--- config.mk ---
export PLATFORM = sky130hd
export DESIGN_NAME = fetch_unit
export DESIGN_NICKNAME = d
export VERILOG_FILES = /design/src/rtl/fetch_unit.sv
export SDC_FILE = /design/constraint.sdc
export NUM_CORES = 1
export LEC_CHECK = 0
export CAP_MARGIN = 0
export CORE_MARGIN = 4
export CORE_UTILIZATION = 55
export DETAILED_ROUTE_END_ITERATION = 16
export PLACE_DENSITY = 0.84
export SLEW_MARGIN = 20
export SYNTH_ARGS = -nofsm -noshare
export SYNTH_HDL_FRONTEND = slang
export SYNTH_SLANG_ARGS = --single-unit
--- constraint.sdc ---
create_clock -name clk -period 4.25 [get_ports clk]
set_input_delay 0.85 -clock clk [delete_from_list [all_inputs] [get_ports clk]]
set_output_delay 0.85 -clock clk [all_outputs]
set_load 0.01 [all_outputs]
--- src/rtl/fetch_unit.sv ---
// fetch_unit: single-outstanding instruction fetch stage with a one-entry skid buffer
//   clk, rst                 clock; asynchronous active-low reset
//   imem_req/addr/gnt        request handshake to instruction memory
//   imem_rvalid/rdata        response from instruction memory
//   stall                    decode cannot accept the held instruction
//   redirect/redirect_pc     taken branch/jump target (one-cycle pulse)
//   instr/instr_pc/valid     registered instruction and its address for decode
//   misaligned               one-cycle pulse for a redirect target with nonzero low bits
module fetch_unit #(
    parameter logic [31:0] RESET_PC = 32'h0000_0000,
    parameter logic [31:0] PC_STEP  = 32'd4
) (
    input  logic        clk,
    input  logic        rst,
    output logic        imem_req,
    output logic [31:0] imem_addr,
    input  logic        imem_gnt,
    input  logic        imem_rvalid,
    input  logic [31:0] imem_rdata,
    input  logic        stall,
    input  logic        redirect,
    input  logic [31:0] redirect_pc,
    output logic [31:0] instr,
    output logic [31:0] instr_pc,
    output logic        instr_valid,
    output logic        misaligned
);
    typedef enum logic [1:0] {S_FETCH, S_WAIT, S_HOLD, S_DROP} state_t;
    state_t      state, state_n;
    logic [31:0] pc, pc_n, instr_n, instr_pc_n, skid, skid_n, skid_pc, skid_pc_n;
    logic        instr_valid_n, misaligned_n, slot_free;
    assign imem_req  = rst && state == S_FETCH;
    assign imem_addr = pc;
    assign slot_free = !instr_valid || !stall;
    always_ff @(posedge clk or negedge rst) begin
        if (!rst) begin
            state       <= S_FETCH;
            pc          <= RESET_PC;
            instr       <= '0;
            instr_pc    <= '0;
            instr_valid <= 1'b0;
            skid        <= '0;
            skid_pc     <= '0;
            misaligned  <= 1'b0;
        end else begin
            state       <= state_n;
            pc          <= pc_n;
            instr       <= instr_n;
            instr_pc    <= instr_pc_n;
            instr_valid <= instr_valid_n;
            skid        <= skid_n;
            skid_pc     <= skid_pc_n;
            misaligned  <= misaligned_n;
        end
    end
    // pc already points past the outstanding word, so its address is pc - PC_STEP.
    // The skid buffer is occupied exactly while in S_HOLD.
    always_comb begin
        state_n       = state;
        pc_n          = pc;
        instr_n       = instr;
        instr_pc_n    = instr_pc;
        skid_n        = skid;
        skid_pc_n     = skid_pc;
        instr_valid_n = instr_valid && stall;
        misaligned_n  = 1'b0;
        if (redirect) begin
            pc_n          = {redirect_pc[31:2], 2'b00};
            instr_valid_n = 1'b0;
            misaligned_n  = |redirect_pc[1:0];
            state_n       = ((state == S_FETCH && imem_gnt) ||
                             ((state == S_WAIT || state == S_DROP) && !imem_rvalid)) ? S_DROP : S_FETCH;
        end else begin
            case (state)
                S_FETCH: begin
                    if (imem_gnt) begin
                        pc_n    = pc + PC_STEP;
                        state_n = S_WAIT;
                    end
                end
                S_WAIT: begin
                    if (imem_rvalid && slot_free) begin
                        instr_n       = imem_rdata;
                        instr_pc_n    = pc - PC_STEP;
                        instr_valid_n = 1'b1;
                        state_n       = S_FETCH;
                    end else if (imem_rvalid) begin
                        skid_n    = imem_rdata;
                        skid_pc_n = pc - PC_STEP;
                        state_n   = S_HOLD;
                    end
                end
                S_HOLD: begin
                    if (slot_free) begin
                        instr_n       = skid;
                        instr_pc_n    = skid_pc;
                        instr_valid_n = 1'b1;
                        state_n       = S_FETCH;
                    end
                end
                default: begin
                    if (imem_rvalid) state_n = S_FETCH;
                end
            endcase
        end
    end
endmodule

======== Word level (Yosys, flattened, before mapping) ========
Cells that the tools add are included.
word-level totals
  flip-flop bits (word level) ............. 164
  word-level logic and storage cells ...... 63
  output and inout port bits .............. 99
  input bits .............................. 70
operators by class
  mux-type cells .......................... 22
  bitwise logic cells ..................... 2
  equality and inequality tests ........... 8
  add/sub/neg operators ................... 2
  reductions and logical operators ........ 21
operators with widths
  cell                                                 number
  2-to-1 mux 32 bit                                    7
  one-hot mux 32 bit (2 select lines)                  2
  adder 32 x 3 -> 32 bit (second input constant)       1
  subtractor 32 x 3 -> 32 bit (second input constant)  1
  2-to-1 mux 2 bit                                     7
  AND reduction 4 bit                                  3
  != test 3 bit (second input constant)                2
  one-hot mux 2 bit (3 select lines)                   1
  nonzero test 2 bit                                   3
  logical AND 1 bit                                    5
  nonzero test 5 bit                                   1
  == test 2 bit (second input constant)                2
  2-to-1 mux 1 bit                                     4
  != test 4 x 3 -> 1 bit (second input constant)       1
  logical NOT 1 bit                                    3
  logical OR 1 bit                                     3
  == test 2 x 1 -> 1 bit (second input constant)       1
  logical NOT 2 bit                                    1
  != test 2 x 1 -> 1 bit (second input constant)       1
  != test 2 bit (second input constant)                1
  inverter 1 bit                                       2
  one-hot mux 1 bit (2 select lines)                   1
  AND reduction 2 bit                                  1
  OR reduction 2 bit                                   1

======== Logic depth before layout (Yosys ltp) ========
  depth in word-level cells ............... 6
  mapped depth ............................ 9
  mapped depth without buffers ............ 7

======== Worst setup path before layout ========
Ideal clock, no wire load.
  path kind ............................... in2reg
  start ................................... input imem_rvalid
  end ..................................... register instr_pc[10]
  data arrival time ....................... 2.076 ns
  buffers on the path ..................... 1
  slack ................................... 2.049 ns
  required time ........................... 4.125 ns
  stages on the path ...................... 4
  library setup time ...................... 0.125 ns
  cell sequence ........................... nand2_1 -> a221oi_1 -> clkbuf_1 -> mux2_2
between the ends
  longest elaborated chain between the ends .. 3
ends and longest elaborated chain
  item                              line  source
  start, declared                   18    input logic imem_rvalid,
  logical AND 1 bit                 82    if (imem_rvalid && slot_free) begin
  != test 2 x 1 -> 1 bit (no line)  n/a
  AND reduction 4 bit (no line)     n/a
  end signal, assigned              49    instr_pc <= instr_pc_n;
  end, declared                     24    output logic [31:0] instr_pc,
Every way passes these cells.
A chain may end at the register's enable or synchronous reset.

======== Worst setup path in the final report ========
  start ................................... register state[0]
  end ..................................... output imem_req
between the ends
  longest elaborated chain between the ends .. 2
ends and longest elaborated chain
  item                    line  source
  start, declared         29    state_t state, state_n;
  start signal, assigned  46    state <= state_n;
  logical NOT 2 bit       32    assign imem_req = rst && state == S_FETCH;
  logical AND 1 bit       32
  end, declared           15    output logic imem_req,
Every way passes these cells.

==> out/results.ini <==
[clock_tree]
hold_bufs_at_cts = 0
post_cts_resize_count = 0
insertion_delay_ps = 430
cts-buffers-inserted = 17
cts_root_buffer = clkbuf_16
path_clk_slew_ps = 60
cts_tree = yes
postCtsSetupRepairBufs = 0
cts_num_sinks = 158
cts_max_path_buffers = 2
number_of_levels_in_the_clock_h_tree = 4

[floorplan]
die_y_microns = 127
fp.dieW_microns = 127
start_util_pct = 56.1
core-area_sq_mm = 0.0139
boundaryPins = 169
fp.dieArea_sq_mm = 0.0161
rows = 43

[logic_synthesis]
dominant_synthesized_flop_cell = dfrtp_1
yosysTopAreaCell = dfrtp_1
synth_warnings = 0
ys_seq_elements = 158
netlist-cell-type-count = 55
synthArstFlopShare_pct = 100
postSynthAreaPerCell_sq_um = 9.18
yosysSeqAreaShare_pct = 50.8
synth_area_sq_mm = 0.00779
synth_area_leaders = dfrtp_1 51%, nand2_1 10%, o21ai_0 6.6%
synth_edf_count = 0
syn_inst = 848
share_of_the_synthesized_area_in_the_top_cell_type_pct = 50.8

[global_route]
grt_first_pass_wirelength_microns = 31100
grt_antenna_before_repair = 0
grt_remaining_overflow = 0
grt_max_degree = 70
grt_pass1_vias = 6259
groute.usage.overall_pct = 24.0

[route]
drtPass1Iterations = 5
initialDrtViolationCount = 467
drcViolationCount = 0
routed-via-count = 6439
route.detailed.wl_per_inst_microns = 16.5
routed_via_density = 5.52
detail_route.wirelength_microns = 19200
antenna_left = 0

[final_layout]
syn2layout_area_growth_pct = 28.0
layout_common_cells = 215 x nand2_1, 162 x clkdlybuf4s50_1, 158 x dfrtp_1, 103 x o21ai_0, 38 x nor2_1
n_antenna_cell = 0
final_common_cell = nand2_1
drive_gt1_share_pct = 6.38
final_area_sq_mm = 0.00996
finalNetCount = 1050
final_core_util_pct = 71.8

[power_and_ir_drop]
vdd_drop_max_mv = 0.327
pwr_density_cell_mw_per_mm2 = 588
leakagePower_nw = 4.28

[timing]
maxSlewViolCount = 0
period_needed_ps = 2870
max-slew-margin-rel_pct = 37.8
finalHoldViolations = 0
count_of_endpoints_failing_setup_in_the_final_report = 0
layout_worst_path_cycle_share_pct = 67.6
unrepaired_setup_endpoints_after_global_routing = false
skew_ps = 7.15
totalNegativeSetupSlack_ps = 0
timing_worst_slew_pin_value_ps = 933
achievable-frequency_mhz = 348

[worst_setup_path]
r2r_cells = 6
worst_path_largest_cell_delay_ps = 550
path_cells = inv_1 > ha_1 > and2_1 > clkdlybuf4s50_1
crit_path_max_fanout = 7
worst_path_dominant_cell_family = buffers and inverters
path_depth = 4
critical_path.endpoint_type = primary output
crit_path_start_kind = register
timing.critical_path.buf_inv = 2
criticalPathCategory = reg -> out
worst_ep_required_time_ps = 3400
slowest_stage = clkdlybuf4s50_1
arrival_ps = 2020

[job]
number_of_max_cap_violations = 0

[place]
dpl-instance-area_sq_mm = 0.00939
hpwlAfterDp_microns = 13300
gp_congestion = 0.838
port_buffers = 164

[hold_path]
hold_class = in -> async

[status]
run_status = finished clean

metal layers:
| metal | global-route usage, % | share of wire [%] | up-vias |
|---|---|---|---|
| li1 | - | - | 3109 |
| met1 | 33.5 | 44 | 3045 |
| met2 | 37.3 | 47 | 248 |
| met3 | 5.18 | 7.1 | 37 |
| met4 | 8.83 | 2.3 | 0 |
| met5 | 0 | 0 | - |
synth_stat cells (3+ instances only):
cell and number:
a21boi_0 4, a21oi_1 23, and3_1 8, and4_1 5, buf_1 4, buf_2 7, buf_4 7, buf_6 8
clkbuf_1 39, dfrtp_1 158, ha_1 6, inv_1 10, mux2_2 6, mux2i_1 34, nand2_1 215, nand2b_1 3
nand3_1 17, nand4_1 10, nor2_1 38, nor2b_1 8, nor3_1 16, nor4_1 6, nor4_2 4, o21ai_0 103
o21ai_1 6, o22ai_1 12, or4_1 5, xnor2_1 26, xor2_1 25
cells by family after synthesis:
logic type / Yosys count / synth area share [%]
DFF: 158 / 50.8
other: 1 / 0.0482
muxes: 40 / 5.24
buffers and inverters: 78 / 5.06
xor gates and xnor gates: 51 / 5.74
AOI/OAI and AO/OA: 163 / 11.4
adders and majority gates: 6 / 0.964
and+or+nand+nor: 351 / 20.8
per-stage QoR:
step	std cells	hold slack (ps)	total power, mW	worst slack, ps
after global placement	1135	454	4.34	1170
after floorplan	851	442	3.41	2050
final	1167	347	5.85	1380
after CTS	1167	357	5.88	1380
after detailed placement	1135	463	4.42	1080
after global routing	1167	374	6.20	1280
power breakdown:
group          leakage, nW  switching, mW  internal, mW
clock                0.257          0.619         0.838
combinational         2.00           1.01          1.02
sequential            2.02          0.351          2.01
total                 4.28           1.98          3.87
final timing paths:
path,startpoint,to,slack [ps]
max in group asynchronous,rst,skid_pc[19]$_DFFE_PN0P_,2750
setup / recovery,state[0]$_DFFE_PN0P_,imem_req,1380
min in group clk,instr[18]$_DFFE_PN0P_,instr[18]$_DFFE_PN0P_,470
hold reg to reg,instr[18]$_DFFE_PN0P_,instr[18]$_DFFE_PN0P_,470
hold / removal,rst,skid[27]$_DFFE_PN0P_,350
setup reg to reg,state[0]$_DFFE_PN0P_,instr_pc[22]$_DFFE_PN0P_,1450
flip-flops by register name, indices dropped and copies added (netlist names):
signal and flops:
skid_pc 30, imem_addr 30, instr_pc 30, misaligned 1, skid 32, state 2
instr 32, instr_valid 1
final cells by class:
| cell class | count | area, sq um |
|---|---|---|
| clock inverters | 12 | 114 |
| multi-input cells | 615 | 3470 |
| flip-flops and latches | 158 | 3950 |
| repair buffers | 172 | 1710 |
| fillers | 1035 | 3920 |
| inverters | 10 | 37.5 |
| clock buffers | 20 | 457 |
| well taps | 180 | 225 |
(Power assumes the default switching activity.)
